`src/rtl/bcd_to_binary_seq.sv`:
```
// bcd_to_binary_seq
//   Sequential three-digit BCD to 8-bit binary converter. It uses reverse
//   double-dabble: on each cycle the {bcd,work} register is shifted right by
//   one, and every BCD nibble that ends up >= 8 is reduced by 3. The block
//   converts the switch value (HUNDREDS/TENS/ONES) into the binary value that
//   the counter/adder datapath uses.
//
// Ports
//   CLOCK_50  in   system clock, rising edge
//   RESET_N   in   asynchronous active-low reset
//   start     in   conversion request, sampled only in IDLE
//   HUNDREDS  in   [1:0] hundreds digit (0..2 legal)
//   TENS      in   [3:0] tens digit (0..9 legal)
//   ONES      in   [3:0] ones digit (0..9 legal)
//   BIN       out  [7:0] registered result, held between conversions
//   busy      out  high while shifting
//   done      out  one-cycle pulse, BIN/err valid while high
//   err       out  registered, 1 if the last request was invalid
//
// state  | meaning
// S_IDLE | waiting for start; inputs captured and checked on the start edge
// S_SHIFT| one shift+correct per cycle, N_SHIFT cycles; an invalid request
//        | spends exactly one cycle here (busy low) before reporting
// S_DONE | single-cycle result state, done high
module bcd_to_binary_seq #(
  parameter int N_SHIFT = 8
) (
  input  logic               CLOCK_50,
  input  logic               RESET_N,
  input  logic               start,
  input  logic [1:0]         HUNDREDS,
  input  logic [3:0]         TENS,
  input  logic [3:0]         ONES,
  output logic [N_SHIFT-1:0] BIN,
  output logic               busy,
  output logic               done,
  output logic               err
);

  localparam int CNT_W = (N_SHIFT > 1) ? $clog2(N_SHIFT) : 1;
  localparam int SR_W  = 10 + N_SHIFT;
  localparam logic [CNT_W-1:0] CNT_LAST = CNT_W'(N_SHIFT - 1);

  typedef enum logic [1:0] {
    S_IDLE,
    S_SHIFT,
    S_DONE
  } state_t;

  state_t           state;
  logic [SR_W-1:0]  sr;        // {hundreds[1:0], tens[3:0], ones[3:0], work}
  logic [CNT_W-1:0] cnt;
  logic             err_pend;

  logic [SR_W-1:0]  sr_next;
  logic [9:0]       dec_val;
  logic             in_invalid;

  // Shift right, then correct tens and ones nibbles. The hundreds field only
  // ever feeds bits into the tens nibble and is never corrected itself.
  always_comb begin
    sr_next = {1'b0, sr[SR_W-1:1]};
    if (sr_next[N_SHIFT+7:N_SHIFT+4] >= 4'd8)
      sr_next[N_SHIFT+7:N_SHIFT+4] = sr_next[N_SHIFT+7:N_SHIFT+4] - 4'd3;
    if (sr_next[N_SHIFT+3:N_SHIFT] >= 4'd8)
      sr_next[N_SHIFT+3:N_SHIFT] = sr_next[N_SHIFT+3:N_SHIFT] - 4'd3;
  end

  // Max decimal with out-of-range digits is 3*100+15*10+15 = 465, fits 10 bits.
  always_comb begin
    dec_val    = 10'(HUNDREDS) * 10'd100 + 10'(TENS) * 10'd10 + 10'(ONES);
    in_invalid = (TENS > 4'd9) || (ONES > 4'd9) || (HUNDREDS == 2'd3) ||
                 (dec_val > 10'd255);
  end

  always_ff @(posedge CLOCK_50 or negedge RESET_N) begin
    if (!RESET_N) begin
      state    <= S_IDLE;
      sr       <= '0;
      cnt      <= '0;
      err_pend <= 1'b0;
      BIN      <= '0;
      busy     <= 1'b0;
      done     <= 1'b0;
      err      <= 1'b0;
    end else begin
      case (state)
        S_IDLE: begin
          done <= 1'b0;
          busy <= 1'b0;
          if (start) begin
            sr       <= {HUNDREDS, TENS, ONES, {N_SHIFT{1'b0}}};
            cnt      <= '0;
            state    <= S_SHIFT;
            err_pend <= in_invalid;
            busy     <= !in_invalid;
          end
        end

        S_SHIFT: begin
          if (err_pend) begin
            // Invalid request: report on the next edge without shifting.
            err_pend <= 1'b0;
            state    <= S_DONE;
            done     <= 1'b1;
            err      <= 1'b1;
            BIN      <= '0;
          end else begin
            sr  <= sr_next;
            cnt <= cnt + 1'b1;
            if (cnt == CNT_LAST) begin
              state <= S_DONE;
              busy  <= 1'b0;
              done  <= 1'b1;
              err   <= 1'b0;
              BIN   <= sr_next[N_SHIFT-1:0];
            end
          end
        end

        S_DONE: begin
          done  <= 1'b0;
          state <= S_IDLE;
        end

        default: begin
          state <= S_IDLE;
          busy  <= 1'b0;
          done  <= 1'b0;
        end
      endcase
    end
  end

endmodule
```
`config.mk`:
```
export PLATFORM = sky130hd
export DESIGN_NAME = bcd_to_binary_seq
export DESIGN_NICKNAME = d
export VERILOG_FILES = /design/src/rtl/bcd_to_binary_seq.sv
export SDC_FILE = /design/constraint.sdc
export NUM_CORES = 1
export LEC_CHECK = 0
export BUFFER_PORTS_ARGS = -buffer_cell sky130_fd_sc_hd__buf_2
export CAP_MARGIN = 40
export CORE_MARGIN = 3
export CORE_UTILIZATION = 52
export DETAILED_ROUTE_END_ITERATION = 6
export PLACE_DENSITY = 0.75
export SLEW_MARGIN = 25
export SYNTH_ARGS = -nofsm -noshare
export SYNTH_HDL_FRONTEND = slang
export SYNTH_SLANG_ARGS = --single-unit
```
`constraint.sdc`:
```
create_clock -name CLOCK_50 -period 1.43 [get_ports CLOCK_50]
set_clock_uncertainty 0.05 [all_clocks]
set_input_delay 0.0715 -clock CLOCK_50 [delete_from_list [all_inputs] [get_ports CLOCK_50]]
set_output_delay 0.0715 -clock CLOCK_50 [all_outputs]
set_load 0.005 [all_outputs]
```
==> impl_metrics.json <==
{
  "status": "finished with violations",
  "violated_checks": "setup timing",
  "die_area_mm2": 0.004738,
  "async_s_r_ff_share_synth": 1.000,
  "final_hold_vio_count": 0,
  "clock_tree_from_tritoncts": "built",
  "buffer_ports.inserted": 23,
  "routed_wirelength_um": 4819,
  "yosysWarningCount": 0,
  "cts_max_level": 2,
  "final_nets": 299,
  "synth_enable_flop_cells": 0,
  "postLayoutSetupSlackWorst_ns": -0.8160,
  "peakVddDrop_uv": 1069,
  "cts.sink_count": 34,
  "fp.coreArea_mm2": 0.003744,
  "synth_ff_type": "dfrtp_1",
  "fmax_mhz": 445.2,
  "final_layout_size_suffix_gt1_frac": 0.3563,
  "cts.clk_slew.worst_paths_ns": 0.07,
  "synth.cell_area_mm2": 0.002053,
  "grt_max_degree": 23,
  "critPathLaunchType": "input port",
  "number_of_antenna_violations_at_the_first_check_in_global_routing": 0,
  "dr.first_iter.drc_count": 94,
  "layout_worst_path_cycle_share": 1.571,
  "setup_viol": 3,
  "first_global_vias": 1645,
  "rsz0062_at_grt": "true",
  "final_cell_mix": "dfrtp_1, nand2_1, buf_4, buf_2, ha_1",
  "post_synth_inst_count": 205,
  "clkLatencyLatePin_ns": 0.29,
  "gp_congestion": 0.8321,
  "post_drt_wl_per_cell_um": 15.60,
  "p_per_area_mw_per_mm2": 2029,
  "row_count": 22,
  "vias_per_cell": 5.466,
  "synthToLayoutAreaGrowth_pct": 34.80,
  "number_of_buffers_on_the_longest_clock_path": 2,
  "static-leakage-power_nw": 1.373,
  "dieWidth_um": 68.84,
  "timing_max_transition_violations_final": 0,
  "drc": 0,
  "post_synth.cell_area_avg_um2": 10.02,
  "clockRootBuffer": "clkbuf_8",
  "final_antenna_net_count": 0,
  "worst-endpoint-arrival_ns": 2.38,
  "track_usage": 0.2117,
  "cp.required_ns": 1.57,
  "dpl_worst_slack_ns": -1.186,
  "holdCritPathClass": "input port to flop",
  "mostFrequentLayoutCell": "dfrtp_1",
  "global_route.overflow_total": 0,
  "critical_setup_path_class": "input port to flop",
  "drt_pass1_iterations": 4,
  "numCtsBuffers": 5,
  "timing.max_slew.rel_slack": 0.7293,
  "fin_total_pwr_mw": 5.616,
  "post-route-util": 0.7393,
  "total_vias_in_the_final_route": 1689,
  "final_period_minus_worst_setup_slack_ns": 2.246,
  "insertedDiodeCount": 0,
  "max_cap_violations": 0,
  "worstMarginPinSlew_ns": 0.4060,
  "worst_setup_path_end_kind": "flop",
  "fp.dieH_um": 68.84,
  "floorplan.initialDensity": 0.5485,
  "global_route_wire_length_before_repair_um": 7307,
  "number_of_top_level_pins": 24,
  "synth-seq-area-share": 0.4144,
  "crit_fanout": 2,
  "ys_types": 40,
  "number_of_nets_in_the_synthesized_netlist": 244,
  "dp_hpwl_um": 3171,
  "ys_seq_elements": 34
}
==> where the power goes <==
group	internal (mW)	total, mW	switching (mW)
Clock	0.698	1.07	0.375
Combinational	1.41	2.82	1.40
Sequential	1.38	1.73	0.344
Total	3.49	5.62	2.12
==> final cells by class <==
class	count	area, um^2
clock buffer	5	68.82
clock inverter	3	68.82
fill	268	975.9
inverter	15	56.30
multi-input combinational	147	1226
sequential	34	852.1
tap	48	60.06
timing repair buffer	57	435.4
==> Yosys cell counts (2+ instances only) <==
cell	n	area, um^2
dfrtp_1	34	850.8
nand2_1	29	108.9
ha_1	22	275.3
o21ai_0	14	70.07
inv_1	13	48.80
a21oi_1	11	55.05
nor2_1	10	37.54
a22o_1	9	78.83
nand3_1	8	40.04
nor2b_1	5	31.28
buf_6	4	45.04
fa_1	4	80.08
xnor2_1	4	35.03
a31oi_1	3	18.77
a211o_1	2	17.52
and3_1	2	12.51
buf_2	2	10.01
buf_4	2	15.01
mux2i_1	2	20.02
nand2b_1	2	12.51
nand2b_4	2	27.53
nor3b_1	2	15.01
o21ai_1	2	10.01
==> sequential cells by signal, summed over array words and instances, names as in the netlist <==
register  cells
done          1
busy          1
cnt           3
sr           17
err_pend      1
BIN           8
err           1
state         2
==> timing repair <==
action                     in CTS  in global routing
buffers inserted                0                  6
hold endpoints to repair       34                  0
gates cloned                    0                  1
setup endpoints to repair      12                 17
hold buffers                    1                  0
pin swaps                       4                  4
resized for setup              11                 14
==> critical path, stage by stage <==
cell	delay [ns]
buf_8	0.10
ha_4	0.23
ha_4	0.16
fa_2	0.35
xor2_2	0.20
ha_4	0.17
ha_4	0.20
a2111oi_4	0.39
and3_4	0.24
nand3_2	0.06
o41ai_2	0.21
==> final timing paths <==
check / endpoint / start / slack (ns) / cells past startpoint
min reg2reg: BIN[7] / BIN[7] / 0.41 / 2
min in group asynchronous: sr[17] / RESET_N / 0.19 / 2
max in group asynchronous: BIN[0] / RESET_N / 0.71 / 3
max reg2reg: sr[14] / state[0] / -0.01 / 5
min: state[0] / start / 0.05 / 3
max: busy / TENS[1] / -0.82 / 11
==> routing by layer <==
layer | wire length (um) | share of wire | GRT usage | vias to the layer above
li1 | - | - | - | 812
met1 | 1986 | 0.41 | 0.2541 | 819
met2 | 2499 | 0.52 | 0.3611 | 47
met3 | 215 | 0.045 | 0.05835 | 11
met4 | 116 | 0.024 | 0.07786 | 0
met5 | 0 | 0 | 0 | -
==> logic make-up (layout without fill, tap and decap cells) <==
kind of cell	count (synthesis)	count (layout)	share of synthesized area
compound gates	50	50	0.1627
xor+xnor	5	5	0.02133
simple gates	63	63	0.1481
flops	34	34	0.4144
mux	3	3	0.01706
fa+ha+maj	26	26	0.1731
buf+inv	24	80	0.06337
==> stage by stage <==
step | cell area (um^2) | hold WS (ns) | cells | TNS [ns]
2_1_floorplan | 2108 | -0.2741 | 205 | -2.485
3_3_place_gp | 2429 | -0.03484 | 293 | -2.146
5_1_grt | 2768 | 0.04589 | 309 | -1.915
6_report | 2768 | 0.04659 | 309 | -1.594
3_5_place_dp | 2429 | -0.03991 | 293 | -2.350
4_1_cts | 2644 | 0.02127 | 302 | -1.547
Note: power is estimated with default switching activity, not from simulation.
